File: src/rtl/alu_exec_unit.sv
// ----------------------------------------------------------------------------
// alu_exec_unit
// Execution unit for the 4-bit ALU control code. Logical ops (AND/OR/XOR)
// finish in the accept cycle. ADD/SUB run through a single CHUNK-wide adder
// slice, one slice per clock, to keep the adder small. Results are returned
// on a valid/ready channel with zero and illegal-op flags.
//
// State table:
//   IDLE | waiting for a request, req_ready high
//   CALC | chunk-serial ADD/SUB in progress
//   DONE | response held on rsp_* until rsp_ready
//
// Ports:
//   clk, rst          clock (rising edge), async active-high reset
//   req_valid/ready   request handshake
//   req_ctrl          op code: 0010 ADD, 0110 SUB, 0000 AND, 0001 OR, 1100 XOR
//   req_a, req_b      operands (XLEN)
//   rsp_valid/ready   response handshake
//   rsp_result        result (XLEN)
//   rsp_zero          result == 0, forced low on illegal op
//   rsp_err           illegal op code
//   busy              state != IDLE
//
// CHUNK must divide XLEN exactly; N = XLEN/CHUNK slices.
// ----------------------------------------------------------------------------
module alu_exec_unit #(
    parameter int XLEN  = 32,
    parameter int CHUNK = 8
) (
    input  logic            clk,
    input  logic            rst,
    input  logic            req_valid,
    output logic            req_ready,
    input  logic [3:0]      req_ctrl,
    input  logic [XLEN-1:0] req_a,
    input  logic [XLEN-1:0] req_b,
    output logic            rsp_valid,
    input  logic            rsp_ready,
    output logic [XLEN-1:0] rsp_result,
    output logic            rsp_zero,
    output logic            rsp_err,
    output logic            busy
);

    localparam int N  = XLEN / CHUNK;
    localparam int CW = (N > 1) ? $clog2(N) : 1;

    localparam logic [3:0] OP_ADD = 4'b0010;
    localparam logic [3:0] OP_SUB = 4'b0110;
    localparam logic [3:0] OP_AND = 4'b0000;
    localparam logic [3:0] OP_OR  = 4'b0001;
    localparam logic [3:0] OP_XOR = 4'b1100;

    typedef enum logic [1:0] {
        IDLE = 2'd0,
        CALC = 2'd1,
        DONE = 2'd2
    } state_t;

    state_t r_state;
    state_t w_state_next;

    logic [XLEN-1:0] r_a;
    logic [XLEN-1:0] r_b;
    logic [XLEN-1:0] r_result;
    logic            r_carry;
    logic [CW-1:0]   r_count;
    logic            r_zero;
    logic            r_err;

    logic            w_idle;
    logic            w_accept;
    logic            w_is_sub;
    logic            w_is_arith;
    logic            w_is_logic;
    logic [XLEN-1:0] w_b_eff;
    logic [XLEN-1:0] w_logic_res;
    logic [XLEN-1:0] w_src_a;
    logic [XLEN-1:0] w_src_b;
    logic            w_cin;
    logic [CW-1:0]   w_idx;
    int              w_base;
    logic [CHUNK:0]  w_sum_ext;
    logic [XLEN-1:0] w_result_next;
    logic            w_last;

    assign w_idle     = (r_state == IDLE);
    assign w_accept   = req_valid && w_idle;
    assign w_is_sub   = (req_ctrl == OP_SUB);
    assign w_is_arith = (req_ctrl == OP_ADD) || w_is_sub;
    assign w_is_logic = (req_ctrl == OP_AND) || (req_ctrl == OP_OR) || (req_ctrl == OP_XOR);
    assign w_b_eff    = w_is_sub ? ~req_b : req_b;

    always_comb begin
        w_logic_res = '0;
        case (req_ctrl)
            OP_AND:  w_logic_res = req_a & req_b;
            OP_OR:   w_logic_res = req_a | req_b;
            OP_XOR:  w_logic_res = req_a ^ req_b;
            default: w_logic_res = '0;
        endcase
    end

    // The accept cycle already feeds chunk 0 of the live request operands
    // through the adder slice, so CALC only has to cover chunks 1..N-1.
    // That gives N cycles from accept to rsp_valid, and N == 1 skips CALC.
    assign w_src_a = w_idle ? req_a    : r_a;
    assign w_src_b = w_idle ? w_b_eff  : r_b;
    assign w_cin   = w_idle ? w_is_sub : r_carry;
    assign w_idx   = w_idle ? '0       : r_count;
    assign w_last  = w_idle ? (N == 1) : (r_count == CW'(N - 1));

    always_comb begin
        w_base        = int'(w_idx) * CHUNK;
        w_sum_ext     = {1'b0, w_src_a[w_base +: CHUNK]}
                      + {1'b0, w_src_b[w_base +: CHUNK]}
                      + {{CHUNK{1'b0}}, w_cin};
        w_result_next = w_idle ? '0 : r_result;
        w_result_next[w_base +: CHUNK] = w_sum_ext[CHUNK-1:0];
    end

    always_ff @(posedge clk or posedge rst) begin
        if (rst) begin
            r_state <= IDLE;
        end else begin
            r_state <= w_state_next;
        end
    end

    always_comb begin
        w_state_next = r_state;
        case (r_state)
            IDLE: begin
                if (w_accept) begin
                    if (w_is_arith && !w_last) begin
                        w_state_next = CALC;
                    end else begin
                        w_state_next = DONE;
                    end
                end
            end
            CALC: begin
                if (w_last) begin
                    w_state_next = DONE;
                end
            end
            DONE: begin
                if (rsp_ready) begin
                    w_state_next = IDLE;
                end
            end
            default: w_state_next = IDLE;
        endcase
    end

    always_ff @(posedge clk or posedge rst) begin
        if (rst) begin
            r_a      <= '0;
            r_b      <= '0;
            r_result <= '0;
            r_carry  <= 1'b0;
            r_count  <= '0;
            r_zero   <= 1'b0;
            r_err    <= 1'b0;
        end else begin
            case (r_state)
                IDLE: begin
                    if (w_accept) begin
                        r_a     <= req_a;
                        r_b     <= w_b_eff;
                        r_err   <= !(w_is_arith || w_is_logic);
                        r_carry <= 1'b0;
                        r_count <= '0;
                        if (w_is_arith) begin
                            r_result <= w_result_next;
                            r_carry  <= w_sum_ext[CHUNK];
                            r_count  <= CW'(1);
                            r_zero   <= w_last && (w_result_next == '0);
                        end else if (w_is_logic) begin
                            r_result <= w_logic_res;
                            r_zero   <= (w_logic_res == '0);
                        end else begin
                            r_result <= '0;
                            r_zero   <= 1'b0;
                        end
                    end
                end
                CALC: begin
                    r_result <= w_result_next;
                    r_carry  <= w_sum_ext[CHUNK];
                    r_count  <= r_count + CW'(1);
                    if (w_last) begin
                        r_zero <= (w_result_next == '0);
                    end
                end
                default: begin
                end
            endcase
        end
    end

    assign req_ready  = w_idle;
    assign rsp_valid  = (r_state == DONE);
    assign busy       = !w_idle;
    assign rsp_result = r_result;
    assign rsp_zero   = r_zero;
    assign rsp_err    = r_err;

endmodule

File: config.mk
export PLATFORM = sky130hd
export DESIGN_NAME = alu_exec_unit
export DESIGN_NICKNAME = d
export VERILOG_FILES = /design/src/rtl/alu_exec_unit.sv
export SDC_FILE = /design/constraint.sdc
export NUM_CORES = 1
export LEC_CHECK = 0
export ABC_AREA = 1
export BUFFER_PORTS_ARGS = -buffer_cell sky130_fd_sc_hd__buf_2
export CAP_MARGIN = 0
export CORE_MARGIN = 1
export CORE_UTILIZATION = 59
export CTS_BUF_LIST = sky130_fd_sc_hd__clkbuf_8 sky130_fd_sc_hd__clkbuf_16
export DETAILED_ROUTE_END_ITERATION = 10
export HOLD_SLACK_MARGIN = 0.08
export PLACE_DENSITY = 0.85
export SYNTH_ARGS = -nofsm -noshare
export SYNTH_HDL_FRONTEND = slang
export SYNTH_SLANG_ARGS = --single-unit
File: constraint.sdc
create_clock -name clk -period 4.2 [get_ports clk]
set_clock_uncertainty 0.1 [all_clocks]
set_input_delay 1.05 -clock clk [delete_from_list [all_inputs] [get_ports clk]]
set_output_delay 1.05 -clock clk [all_outputs]
set_load 0.01 [all_outputs]
==> impl_metrics.py, run 1 <==
metrics = {
    "cells_and_area": {
        "final_nets": 1288,
        "drive_gt1_share_pct": 15.06,
        "final_cells": 1314,
        "area_growth_syn_to_layout_pct": 13.42,
        "design_area_sq_um": 8733,
        "num_antenna_cells": 0,
        "fill_cells": 1125,
    },
    "yosys": {
        "synthCells": 1038,
        "syn_nets": 1189,
        "yosysSeqAreaShare_pct": 33.47,
        "ys_types": 40,
        "avgSynthCellArea_sq_um": 7.418,
        "ys_warn_count": 0,
        "syn_area_sq_um": 7700,
        "synth_seq_cells": 103,
    },
    "global_route": {
        "grt_max_degree": 84,
        "grt_antenna_before_repair": 0,
        "grt_overflow": 0,
        "grt_pass1_wl_um": 39130,
        "grt_pass1_vias": 7092,
        "grt_usage_pct": 39.58,
    },
    "clock_tree": {
        "cts.sinks": 103,
        "h-tree-depth": 3,
        "cts_resized": 0,
        "cts_hold_buffers": 0,
        "path_clk_slew_ps": 70,
        "numCtsBuffers": 9,
        "clock-root-buffer": "clkbuf_16",
        "post_cts_buffers": 0,
        "cts_max_path_buffers": 2,
        "clkLatencyLatePin_ps": 360,
        "cts_tree": "done",
    },
    "routing": {
        "avgViaCountPerCell": 5.930,
        "wl_per_cell_um": 19.61,
        "drtPass1Iterations": 5,
        "drt_wl_total_um": 25770,
        "ant_nets": 0,
        "num_vias": 7792,
        "drtIter0Drc": 978,
        "drc": 0,
    },
    "worst_setup_path": {
        "critPathKind": "input port to flop",
        "reg2reg_depth": 21,
        "startpoint_type": "input port",
        "r2r_start": "r_state[0]",
        "worstPathMaxFanout": 17,
        "r2r_end": "rsp_zero",
        "cp_data_arrival_time_ps": 4060,
        "rrSetupSlack_ps": 500,
        "worst_ep_required_time_ps": 4390,
        "cp-end-kind": "flop",
    },
    "placement": {
        "placed_area_sq_um": 8436,
        "dpl.hpwl_um": 19470,
        "portBuffers": 108,
        "dp_cells": 1298,
        "pre_cts_ws_ps": -63.64,
        "gp_congestion": 0.9827,
    },
    "sta": {
        "fmax_mhz": 258.6,
        "maxSlewViolCount": 0,
        "hold_viol": 0,
        "whs_ps": 390.8,
        "fin_crit_sh_pct": 92.06,
        "worst_pin_slew_ps": 754.0,
        "rsz0062_at_grt": "no",
        "setup_viol": 0,
        "maxSlewHeadroom_pct": 49.51,
        "period_minus_slack_ps": 3867,
        "worst_slack_ps": 333.3,
    },
    "die": {
        "initial_core_util_pct": 60.77,
        "die_area_sq_um": 13510,
        "rows": 41,
        "pin_count": 109,
        "coreArea_sq_um": 12670,
        "die_w_um": 116.2,
        "die_h_um": 116.2,
    },
    "worst_hold_path": {
        "hp-class": "flop to flop",
        "whs_path_depth": 2,
        "hold_end": "r_a[19]",
        "hold_start": "r_a[19]",
    },
    "flow_run": {
        "maxCapViolations": 0,
    },
    "power": {
        "peakVddDrop_uv": 407.1,
        "powerDensity_nw_per_um2": 741.3,
        "leakage_nw": 4.626,
    },
    "status": {
        "status": "finished clean",
    },
}
==> per-stage QoR <==
step	utilization [%]	power, mW	setup TNS, ps
finish	68.92	6.474	0
global route	68.92	6.908	0
CTS	68.82	6.296	0
detailed placement	66.57	5.437	-63.64
global placement	66.57	5.398	0
floorplan	-	4.212	0
==> layer usage <==
layer / vias to the layer above / wire [um] / GRT usage, %
met4: 0 / 994 / 16.24
met3: 69 / 3005 / 10.07
met2: 487 / 11160 / 59.64
li1: 3617 / - / -
met5: - / 0 / 0
met1: 3619 / 10620 / 54.27
==> critical path, cell delays in order <==
cell      delay (ps)
buf_2            100
inv_1             80
nand3_2          130
inv_2             90
nand2_2          100
buf_12           180
xor2_1           150
nand2_1           70
o221ai_1         100
o22ai_1          190
inv_1             90
fa_1             430
inv_1             80
nand2_1           60
nand2_1          100
nand3_1          100
nand2_1           70
nand2_1          100
nand3_1          120
nand2_1           90
nor2_2           170
nand3_1           90
nor2_1           110
nand3_1           80
a21oi_1          120
==> state kept, by name (all words and copies together) (netlist names) <==
register and count:
r_a 32, r_b 32, r_carry 1, r_count 2, r_state 2, rsp_err 1, rsp_result 32, rsp_zero 1
==> cells by family after synthesis <==
group | after synthesis | share of synthesized area (%)
AOI/OAI and AO/OA | 203 | 16.25
xor gates and xnor gates | 32 | 3.640
adders and majority gates | 79 | 13.03
buffers and inverters | 170 | 9.197
DFF | 103 | 33.47
and+or+nand+nor | 451 | 24.41
==> cells in the final DEF, fill, tap and decap left out, drive strengths merged <==
cell type	count
a2111o	2
a21oi	28
a221o	1
a221oi	8
a22oi	19
a311oi	3
a32o	1
and2	2
buf	136
clkbuf	10
clkinv	3
dfrtp	103
fa	2
ha	77
inv	125
nand2	284
nand3	68
nand3b	1
nand4	12
nor2	78
nor3	4
o211a	1
o211ai	36
o21a	3
o21ai	94
o221ai	5
o22ai	2
or2	2
xor2	32
==> worst max-delay path by stage <==
| stage | cells after the start | endpoint | startpoint |
|---|---|---|---|
| 2_1_floorplan | 23 | rsp_zero | req_ctrl[0] |
| 3_3_place_gp | 22 | rsp_zero | req_ctrl[0] |
| 3_5_place_dp | 23 | rsp_zero | req_ctrl[0] |
| 4_1_cts | 23 | rsp_zero | req_ctrl[0] |
| 5_1_grt | 24 | rsp_zero | req_ctrl[0] |
| 6_report | 25 | rsp_zero | req_ctrl[0] |
==> layout make-up <==
cell class	count	area (sq um)	share of cell area (%)
Inverter	122	462.9	5.301
Timing Repair Buffer	136	763.2	8.739
Clock inverter	6	45.04	0.5158
Sequential cell	103	2577	29.51
Tap cell	172	215.2	2.464
Clock buffer	10	239.0	2.736
Multi-Input combinational cell	765	4431	50.73
==> Yosys cell counts <==
master / instances / share of area, %
nand3b_1: 1 / 0.098
buf_6: 3 / 0.44
or2_1: 1 / 0.081
nor3_1: 3 / 0.19
buf_1: 1 / 0.049
o221ai_1: 5 / 0.57
inv_2: 4 / 0.19
a311oi_1: 3 / 0.34
inv_4: 1 / 0.081
nor2_4: 1 / 0.15
dfrtp_1: 103 / 33
buf_4: 7 / 0.68
nor3_4: 1 / 0.21
a2111o_1: 2 / 0.29
a22oi_1: 19 / 1.9
or2_2: 1 / 0.081
nor2_2: 4 / 0.32
ha_1: 77 / 13
clkinv_1: 1 / 0.049
xor2_1: 32 / 3.6
o211ai_1: 36 / 3.5
a21oi_1: 28 / 1.8
nand3_1: 68 / 4.4
o21a_1: 3 / 0.29
a221o_1: 1 / 0.13
o21ai_0: 94 / 6.1
nor2_1: 72 / 3.5
o211a_1: 1 / 0.13
nand2_1: 281 / 14
nor2_8: 1 / 0.26
a221oi_1: 8 / 0.91
and2_1: 2 / 0.16
fa_1: 2 / 0.52
nand2_2: 3 / 0.24
a32o_1: 1 / 0.13
nand4_1: 12 / 0.97
clkbuf_1: 22 / 1.1
o22ai_1: 2 / 0.16
inv_1: 116 / 5.7
buf_2: 15 / 0.97
==> power by group <==
group,total (mW),internal (mW),switching [mW]
combinational,3.89,1.26,2.63
sequential,1.75,1.42,0.336
clock,0.830,0.423,0.407
(Power assumes the default switching activity.)
==> run 2, diff against run 1 <==
- HOLD_SLACK_MARGIN: 0.08 -> default
- RECOVER_POWER: default -> 50
==> impl_metrics.py, run 2 (synthesized netlist as in run 1, its figures left out) <==
metrics = {
    "sta": {
        "maxSlewHeadroom_pct": -75.73,
        "maxSlewViolCount": 57,
        "fin_crit_sh_pct": 92.29,
        "setup_viol": 0,
        "period_minus_slack_ps": 3876,
        "fmax_mhz": 258.0,
        "worst_pin_slew_ps": 2621,
        "worst_slack_ps": 323.7,
        "hold_viol": 0,
        "rsz0062_at_grt": "no",
        "whs_ps": 390.4,
        "tns_ps": 0,
    },
    "die": {
        "initial_core_util_pct": 60.77,
        "coreArea_sq_um": 12670,
        "die_w_um": 116.2,
        "die_area_sq_um": 13510,
        "pin_count": 109,
        "die_h_um": 116.2,
        "rows": 41,
    },
    "clock_tree": {
        "cts_hold_buffers": 0,
        "cts_tree": "done",
        "numCtsBuffers": 9,
        "cts_resized": 0,
        "cts.sinks": 103,
        "path_clk_slew_ps": 70,
        "h-tree-depth": 3,
        "cts_max_path_buffers": 2,
        "clock-root-buffer": "clkbuf_16",
        "clkLatencyLatePin_ps": 360,
        "post_cts_buffers": 0,
    },
    "global_route": {
        "grt_antenna_before_repair": 0,
        "grt_pass1_vias": 7092,
        "grt_usage_pct": 39.58,
        "grt_overflow": 0,
        "grt_max_degree": 84,
        "grt_pass1_wl_um": 39130,
    },
    "routing": {
        "dr.max_layer_used": "met4",
        "drt_wl_total_um": 25780,
        "wl_met3_um": 2872,
        "met1_length_um": 10790,
        "ant_nets": 0,
        "num_vias": 7758,
        "avgViaCountPerCell": 5.904,
        "drtIter0Drc": 841,
        "drc": 0,
        "met2_length_um": 11110,
        "wl_per_cell_um": 19.62,
        "drtPass1Iterations": 5,
    },
    "worst_setup_path": {
        "crit_start": "req_ctrl[0]",
        "critPathKind": "input port to flop",
        "r2r_start": "r_state[0]",
        "cp-end-kind": "flop",
        "reg2reg_depth": 21,
        "worstPathMaxFanout": 17,
        "worst_ep_required_time_ps": 4390,
        "cp_data_arrival_time_ps": 4060,
        "endpoint": "rsp_zero",
        "r2r_end": "rsp_zero",
        "startpoint_type": "input port",
        "rrSetupSlack_ps": 450,
    },
    "power": {
        "pwr-share-clk_pct": 12.8,
        "switchingPower_mw": 3.394,
        "seqPwrFrac_pct": 27.1,
        "powerDensity_nw_per_um2": 743.8,
        "switching_share_pct": 52.42,
        "peakVddDrop_uv": 403.7,
        "p_int_mw": 3.081,
        "comb_power_share_pct": 60.1,
        "leakage_nw": 4.560,
    },
    "cells_and_area": {
        "fin_util_pct": 68.71,
        "num_antenna_cells": 0,
        "final_nets": 1288,
        "area_growth_syn_to_layout_pct": 13.06,
        "layout_common_cells": "280 x nand2_1, 116 x inv_1, 103 x dfrtp_1, 94 x o21ai_0, 94 x buf_2",
        "final_common_cell": "nand2_1",
        "drive_gt1_share_pct": 13.75,
        "fill_cells": 1130,
        "design_area_sq_um": 8706,
    },
    "placement": {
        "gp_congestion": 0.9827,
        "placed_area_sq_um": 8436,
        "portBuffers": 108,
        "pre_cts_ws_ps": -63.64,
        "dpl.hpwl_um": 19470,
    },
    "status": {
        "status": "complete, but fails checks",
        "violations": "max-capacitance violations, max-slew violations",
    },
    "worst_hold_path": {
        "hp-class": "flop to flop",
    },
    "flow_run": {
        "maxCapViolations": 1,
    },
}
## run 2: cell count changes in the layout (fill, tap and decap cells not counted), sizes merged
cell      previous run  this run
inv                125       124
buf                136       119
clkinvlp             0         1
clkbuf              10        27
## run 2: layer usage
layer,vias up,track usage (%)
met3,68,10.07
met5,-,0
met2,476,59.64
met4,0,16.24
met1,3596,54.27
li1,3618,-
## run 2: stage by stage
stage | power [mW] | instances
detailed placement | 5.437 | 1298
finish | 6.475 | 1314
global route | 6.892 | 1314
CTS | 6.296 | 1314
global placement | 5.398 | 1298
floorplan | 4.212 | 1038
## run 2: power by group through the flow
stage	clock, mW	combinational (mW)	sequential (mW)
after floorplan	0	2.54	1.67
after global placement	0	3.66	1.74
after detailed placement	0	3.70	1.74
after CTS	0.829	3.73	1.73
after global routing	0.862	4.25	1.78
final	0.829	3.89	1.76
## run 2: critical path, cell delays in order
cell and delay, ps:
buf_2 100, inv_1 80, nand3_2 120, inv_2 90, nand2_2 100, buf_12 180, xor2_1 150, nand2_1 70
o221ai_1 100, o22ai_1 190, inv_1 90, fa_1 420, inv_1 80, nand2_1 60, nand2_1 100, nand3_1 100
nand2_1 70, nand2_1 100, nand3_1 120, nand2_1 90, nor2_2 180, nand3_1 90, nor2_1 110, nand3_1 80
a21oi_1 120
## run 2: how the worst min path moves through the flow
stage	startpoint	end	slack, ps	cells after the start
2_1_floorplan	r_b[17]	r_b[17]	350	2
3_3_place_gp	r_a[6]	r_a[6]	370	2
3_5_place_dp	r_b[12]	r_b[12]	370	2
4_1_cts	r_b[12]	r_b[12]	390	2
5_1_grt	r_a[26]	r_a[26]	410	2
6_report	r_b[12]	r_b[12]	390	2
## run 2: cell type report
type / count / area (sq um) / area share, %
inverter: 122 / 461.7 / 5.303
timing repair buffer: 136 / 737.0 / 8.465
tap: 172 / 215.2 / 2.472
clock inverter: 6 / 45.04 / 0.5174
multi-input combinational: 765 / 4431 / 50.89
sequential: 103 / 2577 / 29.61
clock buffer: 10 / 239.0 / 2.745
==> run 3, diff against run 2 <==
- REMOVE_ABC_BUFFERS: default -> 1
==> impl_metrics.py, run 3 (synthesized netlist as in run 1, its figures left out) <==
metrics = {
    "placement": {
        "pre_cts_ws_ps": -14.08,
        "dpl.hpwl_um": 18500,
        "gp_congestion": 1.046,
        "portBuffers": 108,
        "placed_area_sq_um": 8456,
    },
    "routing": {
        "ant_nets": 0,
        "drc": 1,
        "drtPass1Iterations": 10,
        "avgViaCountPerCell": 5.842,
        "num_vias": 7682,
        "drtIter0Drc": 806,
        "drt_wl_total_um": 24590,
        "wl_per_cell_um": 18.70,
    },
    "clock_tree": {
        "cts_tree": "done",
        "post_cts_buffers": 0,
        "h-tree-depth": 3,
        "cts.sinks": 103,
        "clkLatencyLatePin_ps": 370,
        "clock-root-buffer": "clkbuf_16",
        "numCtsBuffers": 9,
        "path_clk_slew_ps": 70,
        "cts_max_path_buffers": 2,
    },
    "status": {
        "status": "complete, but fails checks",
        "violations": "design-rule violations, max-capacitance violations, max-slew violations",
    },
    "sta": {
        "worst_slack_ps": 77.95,
        "fmax_mhz": 242.6,
        "maxSlewHeadroom_pct": -36.58,
        "rsz0062_at_grt": "no",
        "whs_ps": 388.3,
        "period_minus_slack_ps": 4122,
        "hold_viol": 0,
        "fin_crit_sh_pct": 98.14,
        "worst_pin_slew_ps": 2037,
        "maxSlewViolCount": 76,
        "setup_viol": 0,
    },
    "die": {
        "die_h_um": 116.2,
        "coreArea_sq_um": 12670,
        "rows": 41,
        "pin_count": 109,
        "die_w_um": 116.2,
        "initial_core_util_pct": 60.77,
        "die_area_sq_um": 13510,
    },
    "worst_setup_path": {
        "max_stage_delay_ps": 840,
        "critPathMostFrequentCell": "nor2_1",
        "cp-end-kind": "flop",
        "worstPathMaxFanout": 11,
        "r2r_start": "r_count[0]",
        "critPathKind": "flop to flop",
        "cp_data_arrival_time_ps": 4280,
        "crit_chain": "nor2_1, a221oi_1, a22oi_1, fa_1, inv_1, fa_1, nor2_1, nand2_1, o21ai_0, nor2_1, nand3_1, nor2_1, nand3_1, nor2_1, nand3_1, a21oi_1",
        "crit_path_top_delay_cell": "dfrtp_1",
        "r2r_end": "rsp_zero",
        "startpoint_type": "flop",
        "rrSetupSlack_ps": 80,
        "reg2reg_depth": 16,
        "worst_ep_required_time_ps": 4360,
    },
    "cells_and_area": {
        "num_antenna_cells": 0,
        "area_growth_syn_to_layout_pct": 13.80,
        "fill_cells": 1092,
        "drive_gt1_share_pct": 13.30,
        "design_area_sq_um": 8762,
        "final_common_cell": "nand2_1",
        "layout_common_cells": "280 x nand2_1, 116 x inv_1, 103 x dfrtp_1, 94 x o21ai_0, 91 x buf_2",
        "fin_util_pct": 69.15,
        "final_nets": 1289,
    },
    "worst_hold_path": {
        "hold_end": "r_a[20]",
        "hold_start": "r_a[20]",
        "hp-class": "flop to flop",
        "whs_path_depth": 2,
    },
    "global_route": {
        "grt_pass1_vias": 7233,
        "grt_antenna_before_repair": 0,
        "grt_overflow": 0,
        "met3_usage_pct": 10.28,
        "met1_usage_pct": 50.62,
        "grt_max_degree": 85,
        "grt_usage_pct": 38.76,
        "met2_usage_pct": 60.24,
        "top_usage_layer": "met2",
        "grt_pass1_wl_um": 38720,
    },
    "flow_run": {
        "maxCapViolations": 2,
    },
    "power": {
        "leakage_nw": 4.577,
        "powerDensity_nw_per_um2": 731.0,
        "peakVddDrop_uv": 343.2,
    },
}
## run 3: worst max path at each step
stage	start	end	slack (ps)	depth (start not counted)
floorplan	req_ctrl[0]	rsp_zero	-410	22
global placement	req_ctrl[0]	rsp_zero	20	20
detailed placement	req_ctrl[0]	rsp_zero	-10	20
CTS	r_state[0]	rsp_zero	180	18
global route	r_count[0]	rsp_zero	20	16
finish	r_count[0]	rsp_zero	80	16
## run 3: worst max-delay path: cells and delay by family (launching register included)
kind            cells  cell delay, ps
simple gates        9            1070
fa+ha+maj           2             970
compound gates      4             940
flops               1             840
buf+inv             1              90
## run 3: per-layer routing
layer,part of all wire [%],up-vias,routed length (um)
li1,-,3630,-
met1,41,3573,10190
met4,4.1,0,1007
met5,0,-,0
met3,10,71,2467
met2,44,408,10920
## run 3: stage by stage
step                      power (mW)  TNS, ps  instances
after floorplan                4.086    -1582        990
final                          6.405        0       1315
after global routing           6.944        0       1315
after global placement         5.316        0       1299
after CTS                      6.314        0       1315
after detailed placement       5.354   -14.08       1299
## run 3: layout make-up
class	count	area, sq um	share of cell area, %
Clock buffer	10	239.0	2.727
Timing Repair Buffer	137	755.7	8.625
Sequential cell	103	2577	29.42
Multi-Input combinational cell	765	4422	50.46
Inverter	122	461.7	5.269
Tap cell	172	215.2	2.456
Clock inverter	6	91.34	1.042
## run 3: where the power goes
part	internal (mW)	total [mW]	leakage (nW)	switching, mW
combinational	1.23	3.73	3.10	2.49
clock	0.543	0.938	0.162	0.395
sequential	1.42	1.74	1.31	0.323
## run 3: what timing repair did
action / in CTS / in global routing
endpoints found under the setup margin: 0 / 1
hold buffers: 0 / 0
resized for setup: 0 / 1
